--- config.mk ---
export PLATFORM = sky130hd
export DESIGN_NAME = dmemwrite_flat
export DESIGN_NICKNAME = d
export VERILOG_FILES = /design/src/rtl/dmemwrite_if.sv /design/src/rtl/dmemwrite.sv /design/src/flat_wrapper.sv
export SDC_FILE = /design/constraint.sdc
export NUM_CORES = 1
export LEC_CHECK = 0
export ABC_AREA = 1
export BUFFER_PORTS_ARGS = -buffer_cell sky130_fd_sc_hd__buf_2
export CAP_MARGIN = 20
export CORE_MARGIN = 2
export CORE_UTILIZATION = 55
export CTS_BUF_LIST = sky130_fd_sc_hd__clkbuf_8
export CTS_CLUSTER_DIAMETER = 100
export DETAILED_ROUTE_END_ITERATION = 12
export HOLD_SLACK_MARGIN = 0.06
export PLACE_DENSITY = 0.77
export SLEW_MARGIN = 20
export SYNTH_ARGS = -nofsm -noshare
export SYNTH_HDL_FRONTEND = slang
export SYNTH_SLANG_ARGS = --single-unit
--- constraint.sdc ---
create_clock -name clk -period 4.3 [get_ports clk]
set_clock_uncertainty 0.2 [all_clocks]
set_input_delay 0.43 -clock clk [delete_from_list [all_inputs] [get_ports clk]]
set_output_delay 0.43 -clock clk [all_outputs]
set_load 0.02 [all_outputs]
--- src/rtl/dmemwrite_if.sv ---
// dmemwrite_if: store-port and dmem write-port bundle for the store formatter/write buffer.
// slave  = the dmemwrite block's view; master = the surrounding pipeline/memory view.
interface dmemwrite_if #(
  parameter int DEPTH = 4
);
  localparam int CW = $clog2(DEPTH) + 1;

  logic          st_valid;
  logic          st_ready;
  logic [31:0]   st_addr;
  logic [31:0]   st_data;
  logic [2:0]    funct3;
  logic          st_err;
  logic          mem_valid;
  logic          mem_ready;
  logic [31:0]   mem_addr;
  logic [31:0]   mem_wdata;
  logic [3:0]    mem_wstrb;
  logic          empty;
  logic [CW-1:0] count;

  modport slave (
    input  st_valid, st_addr, st_data, funct3, mem_ready,
    output st_ready, st_err, mem_valid, mem_addr, mem_wdata, mem_wstrb, empty, count
  );

  modport master (
    output st_valid, st_addr, st_data, funct3, mem_ready,
    input  st_ready, st_err, mem_valid, mem_addr, mem_wdata, mem_wstrb, empty, count
  );
endinterface

--- src/rtl/dmemwrite.sv ---
// dmemwrite: store-side formatter and write buffer.
// Formats SB/SH/SW into a word address, lane-replicated data and byte strobes,
// queues legal stores in a DEPTH-entry FIFO and drains them over mem_valid/mem_ready.
// Bad stores (misaligned or unknown funct3) are consumed, dropped, and flagged on st_err.
// Optional feature macro: DMEMWRITE_BYPASS_EN -- an empty buffer forwards a legal store
// straight to mem_* in the same cycle when memory is ready.
module dmemwrite #(
  parameter int DEPTH = 4
) (
  input  logic      clk,
  input  logic      rst_n,
  dmemwrite_if.slave bus
);
  localparam int AW = $clog2(DEPTH);

  typedef struct packed {
    logic        ok;
    logic [31:0] addr;
    logic [31:0] wdata;
    logic [3:0]  wstrb;
  } fmt_t;

  typedef struct packed {
    logic [31:0] addr;
    logic [31:0] wdata;
    logic [3:0]  wstrb;
  } entry_t;

  // Build the aligned address, replicated data and strobes; ok=0 flags a store to drop.
  function automatic fmt_t format_store(input logic [31:0] addr,
                                        input logic [31:0] data,
                                        input logic [2:0]  f3);
    fmt_t f;
    f.ok    = 1'b0;
    f.addr  = {addr[31:2], 2'b00};
    f.wdata = 32'h0000_0000;
    f.wstrb = 4'b0000;
    case (f3)
      3'b000: begin
        f.ok    = 1'b1;
        f.wstrb = 4'b0001 << addr[1:0];
        f.wdata = {4{data[7:0]}};
      end
      3'b001: begin
        if (addr[0] == 1'b0) begin
          f.ok    = 1'b1;
          f.wstrb = addr[1] ? 4'b1100 : 4'b0011;
          f.wdata = {2{data[15:0]}};
        end else begin
          f.ok    = 1'b0;
        end
      end
      3'b010: begin
        if (addr[1:0] == 2'b00) begin
          f.ok    = 1'b1;
          f.wstrb = 4'b1111;
          f.wdata = data;
        end else begin
          f.ok    = 1'b0;
        end
      end
      default: begin
        f.ok = 1'b0;
      end
    endcase
    return f;
  endfunction

  logic [AW:0] wptr_q, wptr_d;
  logic [AW:0] rptr_q, rptr_d;
  logic        st_err_q, st_err_d;
  entry_t      buf_q [DEPTH];
  entry_t      buf_d [DEPTH];

  fmt_t        fmt_s;
  entry_t      head_s;
  logic        empty_s;
  logic        full_s;
  logic        accept_s;
  logic        bypass_s;
  logic        enq_s;
  logic        deq_s;
  logic        mem_valid_s;
  logic [31:0] mem_addr_s;
  logic [31:0] mem_wdata_s;
  logic [3:0]  mem_wstrb_s;

  // Handshake decode: accept/enqueue/dequeue/bypass decisions from current state and inputs.
  always_comb begin
    fmt_s    = format_store(bus.st_addr, bus.st_data, bus.funct3);
    empty_s  = (wptr_q == rptr_q);
    full_s   = (wptr_q[AW] != rptr_q[AW]) && (wptr_q[AW-1:0] == rptr_q[AW-1:0]);
    accept_s = bus.st_valid && !full_s;
`ifdef DMEMWRITE_BYPASS_EN
    // Forward only from an empty buffer so ordering with queued stores is never broken.
    bypass_s = empty_s && accept_s && fmt_s.ok && bus.mem_ready;
`else
    bypass_s = 1'b0;
`endif
    enq_s    = accept_s && fmt_s.ok && !bypass_s;
    deq_s    = !empty_s && bus.mem_ready;
  end

  // Next-state for pointers, storage and the error pulse.
  always_comb begin
    buf_d = buf_q;
    if (enq_s) begin
      wptr_d = wptr_q + (AW+1)'(1);
      buf_d[wptr_q[AW-1:0]] = '{addr: fmt_s.addr, wdata: fmt_s.wdata, wstrb: fmt_s.wstrb};
    end else begin
      wptr_d = wptr_q;
    end
    if (deq_s) begin
      rptr_d = rptr_q + (AW+1)'(1);
    end else begin
      rptr_d = rptr_q;
    end
    st_err_d = accept_s && !fmt_s.ok;
  end

  // State registers; reset discards every buffered entry.
  always_ff @(posedge clk or negedge rst_n) begin
    if (!rst_n) begin
      wptr_q   <= '0;
      rptr_q   <= '0;
      st_err_q <= 1'b0;
      for (int i = 0; i < DEPTH; i++) begin
        buf_q[i] <= '0;
      end
    end else begin
      wptr_q   <= wptr_d;
      rptr_q   <= rptr_d;
      st_err_q <= st_err_d;
      buf_q    <= buf_d;
    end
  end

  // Write-port mux: bypassed store, else FIFO head, else all zeros.
  always_comb begin
    head_s = buf_q[rptr_q[AW-1:0]];
    if (bypass_s) begin
      mem_valid_s = 1'b1;
      mem_addr_s  = fmt_s.addr;
      mem_wdata_s = fmt_s.wdata;
      mem_wstrb_s = fmt_s.wstrb;
    end else if (!empty_s) begin
      mem_valid_s = 1'b1;
      mem_addr_s  = head_s.addr;
      mem_wdata_s = head_s.wdata;
      mem_wstrb_s = head_s.wstrb;
    end else begin
      mem_valid_s = 1'b0;
      mem_addr_s  = 32'h0000_0000;
      mem_wdata_s = 32'h0000_0000;
      mem_wstrb_s = 4'b0000;
    end
  end

  assign bus.st_ready  = !full_s;
  assign bus.st_err    = st_err_q;
  assign bus.empty     = empty_s;
  assign bus.count     = wptr_q - rptr_q;
  assign bus.mem_valid = mem_valid_s;
  assign bus.mem_addr  = mem_addr_s;
  assign bus.mem_wdata = mem_wdata_s;
  assign bus.mem_wstrb = mem_wstrb_s;

endmodule
--- src/flat_wrapper.sv ---
// flat-port wrapper written by rule: the top's interface ports become plain ports
module dmemwrite_flat 
#(
  parameter int DEPTH = 4
)
  (clk, rst_n, bus_st_valid, bus_st_addr, bus_st_data, bus_funct3, bus_mem_ready, bus_st_ready, bus_st_err, bus_mem_valid, bus_mem_addr, bus_mem_wdata, bus_mem_wstrb, bus_empty, bus_count);
  dmemwrite_if #(.DEPTH(DEPTH)) bus_i ();
  input  logic clk;
  input  logic rst_n;
  input wire logic [$bits(bus_i.st_valid)-1:0] bus_st_valid;
  input wire logic [$bits(bus_i.st_addr)-1:0] bus_st_addr;
  input wire logic [$bits(bus_i.st_data)-1:0] bus_st_data;
  input wire logic [$bits(bus_i.funct3)-1:0] bus_funct3;
  input wire logic [$bits(bus_i.mem_ready)-1:0] bus_mem_ready;
  output wire logic [$bits(bus_i.st_ready)-1:0] bus_st_ready;
  output wire logic [$bits(bus_i.st_err)-1:0] bus_st_err;
  output wire logic [$bits(bus_i.mem_valid)-1:0] bus_mem_valid;
  output wire logic [$bits(bus_i.mem_addr)-1:0] bus_mem_addr;
  output wire logic [$bits(bus_i.mem_wdata)-1:0] bus_mem_wdata;
  output wire logic [$bits(bus_i.mem_wstrb)-1:0] bus_mem_wstrb;
  output wire logic [$bits(bus_i.empty)-1:0] bus_empty;
  output wire logic [$bits(bus_i.count)-1:0] bus_count;
  assign bus_i.st_valid = bus_st_valid;
  assign bus_i.st_addr = bus_st_addr;
  assign bus_i.st_data = bus_st_data;
  assign bus_i.funct3 = bus_funct3;
  assign bus_i.mem_ready = bus_mem_ready;
  assign bus_st_ready = bus_i.st_ready;
  assign bus_st_err = bus_i.st_err;
  assign bus_mem_valid = bus_i.mem_valid;
  assign bus_mem_addr = bus_i.mem_addr;
  assign bus_mem_wdata = bus_i.mem_wdata;
  assign bus_mem_wstrb = bus_i.mem_wstrb;
  assign bus_empty = bus_i.empty;
  assign bus_count = bus_i.count;
  dmemwrite #(.DEPTH(DEPTH)) u_core (.clk(clk), .rst_n(rst_n), .bus(bus_i));
endmodule
==> run_results.csv <==
group,metric,value,unit
run_status,status,"completed",
worst_setup_path,slowest_delay,0.60,ns
logic_synthesis,synth-compound-area-share,7.187,%
run,cap_viol_max_count,0,
placement,place_ws,1.115,ns
logic_synthesis,yosys.area_share.adder,0.7566,%
placement,place_hpwl,24030,um
worst_hold_path,hold_path.class,"primary input to flop",
worst_setup_path,crit_family,"buffers and inverters",
worst_setup_path,critPathRequiredTime,3.67,ns
timing,max_slew_margin,34.28,%
worst_setup_path,critPathBufInv,3,
timing,timing.final.ws_setup,0.8632,ns
layout,final_util,64.17,%
logic_synthesis,synth-simple-area-share,37.34,%
timing,fin_hold_ws,0.1028,ns
timing,hold_viol,0,
grt,grt_pass1_vias,13459,
timing,fmax,0.2910,GHz
logic_synthesis,ys.flop_type,"dfrtp_1",
floorplanning,ios,146,
layout,layout_common_cells,"nand2_1, nor2_1, dfrtp_1, nand4_1, buf_2",
logic_synthesis,synthCells,1929,
grt,track_usage,32.51,%
layout,antennaDiodeCount,0,
timing,post-route-period-util,79.93,%
drt,drt-total-wl,43530,um
power_and_ir_drop,power.leakage,0.008645,uW
worst_setup_path,crit_type,"flop to primary output",
logic_synthesis,synthTopCellsByArea,"dfrtp_1, nand2_1, nand4_1",
clock_network,htree_levels,2,
power_and_ir_drop,power.density,767.2,mW/mm2
placement,port_buffers,143,
placement,gp_congestion,0.8617,
timing,setup_tns,0,ns
logic_synthesis,synthXorXnorAreaFrac,0.1847,%
layout,nNetsFinal,2096,
timing,setup_viol,0,
floorplanning,fp.dieH,164.8,um
worst_setup_path,critPathCaptureType,"primary output",
drt,detailedRoute.firstIterationViolations,2019,
drt,antenna_left,0,
logic_synthesis,synth-seq-cells,271,
grt,grt_start_max_net_pins,127,
floorplanning,coreArea,0.02525,mm2
timing,worstMarginPinSlew,0.9857,ns
logic_synthesis,synth_mux_area_share,0,%
clock_network,root_buffer,"clkbuf_8",
clock_network,clock-sinks,271,
clock_network,cts_tree,"yes",
logic_synthesis,synth_edf_count,0,
logic_synthesis,yosysWarnings,0,
clock_network,clk_latency,0.57,ns
power_and_ir_drop,ir_drop,0.0005988,V
drt,dr.pass1.iters,6,
clock_network,ctsResizeCount,0,
clock_network,clkTransAtPathRegs,0.06,ns
floorplanning,num_rows,58,
logic_synthesis,synth_top_area_cell,"dfrtp_1",
worst_setup_path,path_cells,"inv_2, buf_12, o21ai_0, a21oi_1, buf_2",
drt,vias,14175,
floorplanning,die-area,0.02716,mm2
timing,finalCriticalPeriod,3.437,ns
logic_synthesis,synthArstFlopShare,100.0,%
grt,grt_overflow,0,
drt,drc,0,
layout,area_growth,13.94,%
layout,drive_gt1_share,12.45,%
worst_setup_path,critPathMaxFanout,71,
logic_synthesis,ys_types,23,
worst_setup_path,cp-start-kind,"flop",
layout,mostFrequentLayoutCell,"nand2_1",
drt,avgRoutedWirePerCell,18.30,um
floorplanning,start_util,56.32,%
power_and_ir_drop,total_power,12430,uW
logic_synthesis,synth_top_area_share,47.68,%
clock_network,cts_made_buffers,46,
floorplanning,die_w,164.8,um
worst_setup_path,arrival,2.81,ns
grt,grt_pass1_wl,70290,um
logic_synthesis,synth_area,0.01422,mm2
grt,antenna_found_initial,0,
timing,slew_violations,0,
drt,vias_per_cell,5.958,
clock_network,clockBufferDepth,3,
timing,rsz0062_at_grt,"no",
worst_setup_path,slowest_stage,"dfrtp_4",
logic_synthesis,yosysSeqAreaShare,47.68,%
logic_synthesis,synth_top_family_by_area,"simple AND/OR/NAND/NOR gates",
logic_synthesis,syn_avg_cell_area,7.373,um2
## layer usage
layer  vias up  global-route usage (%)  part of all wire (%)  wire length [um]
met1      6697                   44.56                    41             17900
met3       101                   5.600                   9.5              4144
met2       789                   50.44                    45             19710
li1       6588                       -                     -                 -
met5         -                       0                     0                 0
met4         0                   15.65                   4.1              1777
## layout make-up
class	instances	area, um2
Timing Repair Buffer	216	1434
Inverter	52	195.2
Clock inverter	26	113.9
Clock buffer	54	743.2
Fill cell	2237	9049
Multi-Input combinational cell	1430	6520
Sequential cell	271	6787
Tap cell	330	412.9
## worst reg2reg max path: stages, from the launching register on
cell	delay, ns
dfrtp_4	0.60
ha_1	0.36
nand2_1	0.13
inv_1	0.10
a21oi_4	0.31
buf_4	0.74
nand4_1	0.24
nand2_1	0.12
## cell usage after synthesis, types with 2 or more instances
cell / count
nand3_1: 62
nand2_1: 574
ha_1: 7
buf_4: 4
a21oi_1: 67
nand4_1: 264
buf_1: 14
nor2_1: 312
clkbuf_1: 83
inv_2: 3
xor2_1: 2
dfrtp_1: 271
inv_1: 48
o21ai_0: 134
buf_2: 76
## final timing paths
kind,startpoint,to,slack (ns),depth (start not counted)
worst min register to register,u_core.buf_q[181],u_core.buf_q[181],0.26,2
min in group asynchronous,rst_n,u_core.buf_q[61],0.27,2
max in group asynchronous,rst_n,u_core.buf_q[226],2.54,3
worst max register to register,u_core.rptr_q[0],u_core.buf_q[112],1.43,7
worst min-delay path,bus_mem_ready,u_core.rptr_q[2],0.10,5
worst max-delay path,u_core.rptr_q[0],bus_mem_wdata[23],0.86,5
## state kept, by name (all words and copies together) (netlist names)
signal,cells
u_core.wptr_q,3
u_core.buf_q,264
u_core.bus.st_err,1
u_core.rptr_q,3
## stage by stage
step / std cells / cell area, um2
3_3_place_gp: 2260 / 14960
6_report: 2379 / 16210
2_1_floorplan: 1930 / 14230
4_1_cts: 2379 / 16210
5_1_grt: 2379 / 16210
3_5_place_dp: 2260 / 14960
## cells by family (layout without fill, tap and decap cells)
family | count (synthesis) | after routing
compound gates | 202 | 202
xor+xnor | 3 | 3
other cells | 1 | 2
fa+ha+maj | 8 | 8
simple gates | 1215 | 1215
buf+inv | 229 | 348
flops | 271 | 271
## report_power, final
group	internal, uW	total, uW	switching, uW
sequential	3540	4090	550
clock	1140	2180	1040
combinational	1790	6160	4370
## what timing repair did
item	in CTS	in global routing
setup buffers	0	0
hold buffers	39	0
setup endpoints to repair	0	0
endpoints found under the hold margin	255	0
Note: power is estimated with default switching activity, not from simulation.
